--- src/rtl/pipelined_dot_product.sv ---
`default_nettype none
// +------------------------------------------------------------------+
// | Module   : pipelined_dot_product                                 |
// | Streaming N-lane dot product: registered multiply stage, binary  |
// | adder tree and result register with optional accumulate.         |
// | Revision : 1.0                                                   |
// +------------------------------------------------------------------+
module pipelined_dot_product #(
   parameter int N = 2,
   parameter int W = 32
) (
   input  logic           clk,
   input  logic           reset,
   input  logic           in_valid,
   output logic           in_ready,
   input  logic           in_acc,
   input  logic [N*W-1:0] a,
   input  logic [N*W-1:0] b,
   output logic           out_valid,
   input  logic           out_ready,
   output logic [W-1:0]   c
);

   localparam int c_DEPTH = $clog2(N);

   logic [W-1:0]       w_a [N];
   logic [W-1:0]       w_b [N];
   // Heap-ordered tree: node i sums nodes 2i and 2i+1; leaves N..2N-1 hold products.
   logic [W-1:0]       r_node [2:2*N-1];
   logic [c_DEPTH-1:0] r_vld;
   logic [c_DEPTH-1:0] r_tag;
   logic [W-1:0]       w_sum;
   logic [W-1:0]       r_c;
   logic               r_out_valid;
   logic               w_adv;

   assign w_adv     = !r_out_valid || out_ready;
   assign in_ready  = w_adv;
   assign w_sum     = r_node[2] + r_node[3];
   assign out_valid = r_out_valid;
   assign c         = r_c;

   generate
      for (genvar i = 0; i < N; i++) begin : g_lane
         assign w_a[i] = a[i*W +: W];
         assign w_b[i] = b[i*W +: W];
      end

      for (genvar i = 2; i < 2*N; i++) begin : g_node
         if (i >= N) begin : g_leaf
            always_ff @(posedge clk) begin
               if (reset) begin
                  r_node[i] <= '0;
               end else if (w_adv) begin
                  r_node[i] <= w_a[i-N] * w_b[i-N];
               end
            end
         end else begin : g_inner
            always_ff @(posedge clk) begin
               if (reset) begin
                  r_node[i] <= '0;
               end else if (w_adv) begin
                  r_node[i] <= r_node[2*i] + r_node[2*i+1];
               end
            end
         end
      end

      // Bit 0 tracks the multiply stage; the top bit tracks the level feeding c.
      for (genvar s = 0; s < c_DEPTH; s++) begin : g_stage
         if (s == 0) begin : g_first
            always_ff @(posedge clk) begin
               if (reset) begin
                  r_vld[s] <= 1'b0;
                  r_tag[s] <= 1'b0;
               end else if (w_adv) begin
                  r_vld[s] <= in_valid;
                  r_tag[s] <= in_acc;
               end
            end
         end else begin : g_next
            always_ff @(posedge clk) begin
               if (reset) begin
                  r_vld[s] <= 1'b0;
                  r_tag[s] <= 1'b0;
               end else if (w_adv) begin
                  r_vld[s] <= r_vld[s-1];
                  r_tag[s] <= r_tag[s-1];
               end
            end
         end
      end
   endgenerate

   // A bubble clears out_valid but leaves c intact so later accumulates still build on it.
   always_ff @(posedge clk) begin
      if (reset) begin
         r_c         <= '0;
         r_out_valid <= 1'b0;
      end else if (w_adv) begin
         r_out_valid <= r_vld[c_DEPTH-1];
         if (r_vld[c_DEPTH-1]) begin
            r_c <= r_tag[c_DEPTH-1] ? (r_c + w_sum) : w_sum;
         end
      end
   end

endmodule
`default_nettype wire

--- config.mk ---
export PLATFORM = sky130hd
export DESIGN_NAME = pipelined_dot_product
export DESIGN_NICKNAME = d
export VERILOG_FILES = /design/src/rtl/pipelined_dot_product.sv
export SDC_FILE = /design/constraint.sdc
export NUM_CORES = 2
export LEC_CHECK = 0
export ABC_AREA = 1
export CORE_MARGIN = 4
export CORE_UTILIZATION = 35
export CTS_CLUSTER_DIAMETER = 80
export DETAILED_ROUTE_END_ITERATION = 7
export DONT_BUFFER_PORTS = 1
export GPL_ROUTABILITY_DRIVEN = 0
export GPL_TIMING_DRIVEN = 1
export SLEW_MARGIN = 20
export SYNTH_ARGS = -nofsm -noshare
export SYNTH_HDL_FRONTEND = slang
export SYNTH_SLANG_ARGS = --single-unit
--- constraint.sdc ---
create_clock -name clk -period 25 [get_ports clk]
set_clock_uncertainty 0.05 [all_clocks]
set_input_delay 5 -clock clk [delete_from_list [all_inputs] [get_ports clk]]
set_output_delay 5 -clock clk [all_outputs]
set_load 0.01 [all_outputs]
Word-level counts from Yosys, hierarchy flattened:

Memory sizes are Yosys's and may differ from the RTL's.
Cells that the tools add are included.

* output and inout port bits: 34
* word-level logic and storage cells: 22
* memory bits (writable): 64
* memories: 1
* register bits after elaboration: 35

* reduce and logical (&&, ||, !) cells: 3
* $mul: 2
* muxes and demuxes: 8
* bitwise operators: 2
* $add $sub $neg: 2

Memories
* r_node: depth 2, width 32, read ports 2, clocked after memory_dff 0, write ports 2, line 29 `logic [W-1:0] r_node [2:2*N-1];`

Operators by type and width (number)
* two-way mux 32 bit: 3
* adder 32 bit: 2
* multiplier 32 x 32 -> 32 bit: 2
* two-way mux 1 bit: 5
* OR 1 bit: 2
* AND reduction 2 bit: 1
* zero test 1 bit: 1
* logical OR 1 bit: 1

Longest topological paths before layout:

* depth after elaboration: 6
* mapped depth: 35
* mapped depth without buffers: 33

Worst setup path before layout:

Ideal clock, no wire load.

* kind: input port to flip-flop
* start point: in b[2]
* end point: reg r_node[1][28] (netlist name)
* required time: 24.697 ns
* path buffers: 2
* data arrival time: 10.967 ns
* stages: 29
* path slack: 13.731 ns
* library setup time: 0.253 ns
* cells stage by stage: clkbuf_1 buf_1 nand2_1 inv_1 fa_1 inv_1 fa_1 fa_1 fa_1 inv_1 fa_1 inv_1 fa_1 inv_1 fa_1 fa_1 ha_1 nand2_1 nor2_1 and3_1 nand4_1 nand3_1 nand2_1 nand2_1 nand2_1 nand2_1 a21oi_1 nor2_1 nor2_1

RTL lines
* from (decl): line 18 `input logic [N*W-1:0] b,`

==> impl_metrics.json <==
{
  "rr_endpoint": "c[31]$_SDFFE_PP0P_",
  "critPathSlowestCell": "fa_1",
  "crit_fanout": 31,
  "grtUsageMet1_pct": 25.91,
  "yosysTopAreaCellShare_pct": 40.18,
  "grt_overflow": 0,
  "grt.busiest_layer": "met2",
  "setup_viol_count_final": 0,
  "layout_min_cycle_time_ns": 11.10,
  "gr-usage-all-layers_pct": 19.54,
  "h-tree-depth": 3,
  "met3_usage_pct": 2.995,
  "drive_above_1_share_pct": 0.6942,
  "rows": 124,
  "ys_ff_latch": 99,
  "startpoint": "b[2]",
  "synth_area_leaders": "fa_1, inv_1, nand2_1",
  "cts_tree": "done",
  "core-area_mm2": 0.1150,
  "synth-edff-count": 64,
  "tns_ns": 0,
  "cts_buffers": 9,
  "cts_resized": 0,
  "synth_area_mm2": 0.04075,
  "synth_cells": 5539,
  "fmax_ghz": 0.09013,
  "num_vias": 33150,
  "final-hold-violation-count": 0,
  "reg2regPathDepth": 23,
  "met2_usage_pct": 33.60,
  "drt_iter0_drc": 2305,
  "grt_max_degree": 68,
  "cp_num_buf_inv": 3,
  "crit_end": "r_node[1][28]$_SDFFCE_PN0P_",
  "drc": 0,
  "crit_family": "adder cells",
  "dr.pass1.iters": 6,
  "min_path_cells": 2,
  "period_share_pct": 44.38,
  "synth-seq-area-share_pct": 6.435,
  "reg2reg_from": "r_node[1][5]$_SDFFCE_PN0P_",
  "worstHoldPathType": "flip-flop to flip-flop",
  "drt-total-wl_mm": 117.5,
  "die_area_mm2": 0.1220,
  "yosys_most_used_dff": "edfxtp_1",
  "max-cap-violations": 0,
  "cts_root_buf": "clkbuf_16",
  "fin_nets": 6584,
  "cpPeakStageDelay_ns": 0.61,
  "die_h_um": 349.2,
  "slew_violations": 0,
  "holdBufCountCts": 0,
  "arrival_ns": 11.18,
  "synthDistinctLibCells": 46,
  "clk_latency_ns": 0.38,
  "crit_required_ns": 25.08,
  "crit_path_frequent_cell": "fa_1",
  "die_w_um": 349.2,
  "slew_headroom_pct": 33.57,
  "cp-start-kind": "input pin",
  "layout_commonest_cell": "inv_1",
  "status": "complete, no violations",
  "async_flop_share_pct": 0,
  "critPathKind": "input pin to flip-flop",
  "wl_per_cell_um": 17.18,
  "rsz0062_at_grt": "no",
  "post-cts-setup-buffers": 0,
  "grt_pass1_vias": 34320,
  "antenna_left": 0,
  "port_buffers": 0,
  "cp.depth": 25,
  "syn-num-nets": 6798,
  "yosysTopAreaCell": "fa_1",
  "initial_utilization_pct": 35.45,
  "reg2reg_slack_ns": 20.91,
  "dp.final_hpwl_mm": 95.42,
  "worst_pin_slew_ns": 0.9903,
  "hold_ws_ns": 0.4660,
  "antenna_found_initial": 1,
  "clkSlewWorstSetupHoldPaths_ns": 0.08,
  "mostFrequentLayoutCells": "inv_1, nand2_1, fa_1, ha_1, a21oi_1",
  "synth_area_per_cell_um2": 7.357,
  "cp-end-kind": "flip-flop",
  "via_per_inst": 4.845,
  "ys_warn_count": 0,
  "ioPinCount": 167,
  "clockBufferDepth": 2,
  "syn2layout_area_growth_pct": 3.227,
  "cts_sinks": 99,
  "grt_pass1_wl_mm": 188.6
}
## cell families after synthesis
kind of cell	after synthesis	synth area share (%)
flip-flops	99	6.435
XOR/XNOR	79	1.735
AO/OA/AOI/OAI	427	5.956
buffers and inverters	1850	17.21
adder cells (fa/ha/maj)	1126	49.64
AND/OR/NAND/NOR	1958	19.02
## through the flow
stage / setup slack, ns / cell area, um2 / utilization (%) / instances
floorplan: 13.73 / 40750 / - / 5539
global placement: 13.66 / 41760 / 36.32 / 6826
detailed placement: 13.60 / 41760 / 36.32 / 6826
CTS: 13.97 / 42070 / 36.59 / 6842
global route: 13.55 / 42070 / 36.59 / 6843
finish: 13.90 / 42070 / 36.59 / 6843
## cells in the mapped netlist, types with 30 or more instances
library cell	count
o21ai_0	99
fa_1	818
nor2_1	140
xor2_1	39
nand4_1	30
xnor2_1	38
nand2_1	1575
inv_1	1619
dfxtp_1	35
buf_2	37
nand3_1	168
a21oi_1	207
o211ai_1	31
clkbuf_1	156
ha_1	308
edfxtp_1	64
## per-layer routing
metal  share of wire (%)  vias up
met2                  48     1098
met4                 2.6        2
met1                  43    16340
met5               0.066        -
met3                 6.6      179
li1                    -    15530
## final cells by class
type / instances / area, um2
fill: 11960 / 72900
multi-input combinational: 3590 / 31130
inverter: 1621 / 6085
sequential: 99 / 2623
tap: 1512 / 1892
clock buffer: 9 / 225.2
clock inverter: 7 / 83.83
timing repair buffer: 4 / 30.03
antenna: 1 / 2.502
## worst min path at each step
stage / startpoint / endpoint / slack, ns
2_1_floorplan: r_vld$_SDFFE_PP0N_ / r_vld$_SDFFE_PP0N_ / 0.42
3_3_place_gp: r_vld$_SDFFE_PP0N_ / r_vld$_SDFFE_PP0N_ / 0.46
3_5_place_dp: r_vld$_SDFFE_PP0N_ / r_vld$_SDFFE_PP0N_ / 0.47
4_1_cts: r_vld$_SDFFE_PP0N_ / r_vld$_SDFFE_PP0N_ / 0.48
5_1_grt: c[12]$_SDFFE_PP0P_ / c[12]$_SDFFE_PP0P_ / 0.53
6_report: r_vld$_SDFFE_PP0N_ / r_vld$_SDFFE_PP0N_ / 0.47
## registers in the layout (all words and copies together), names as in the netlist
| signal | cells |
|---|---|
| c | 32 |
| out_valid | 1 |
| r_node | 64 |
| r_tag | 1 |
| r_vld | 1 |
## worst min-delay path, cell delays in order, from the launching register on
cell and delay [ns]:
dfxtp_1 0.30, inv_1 0.08, o21ai_0 0.08
Power is not shown: default switching activity piles up to over one toggle a cycle in this logic, so the estimate is an artifact.
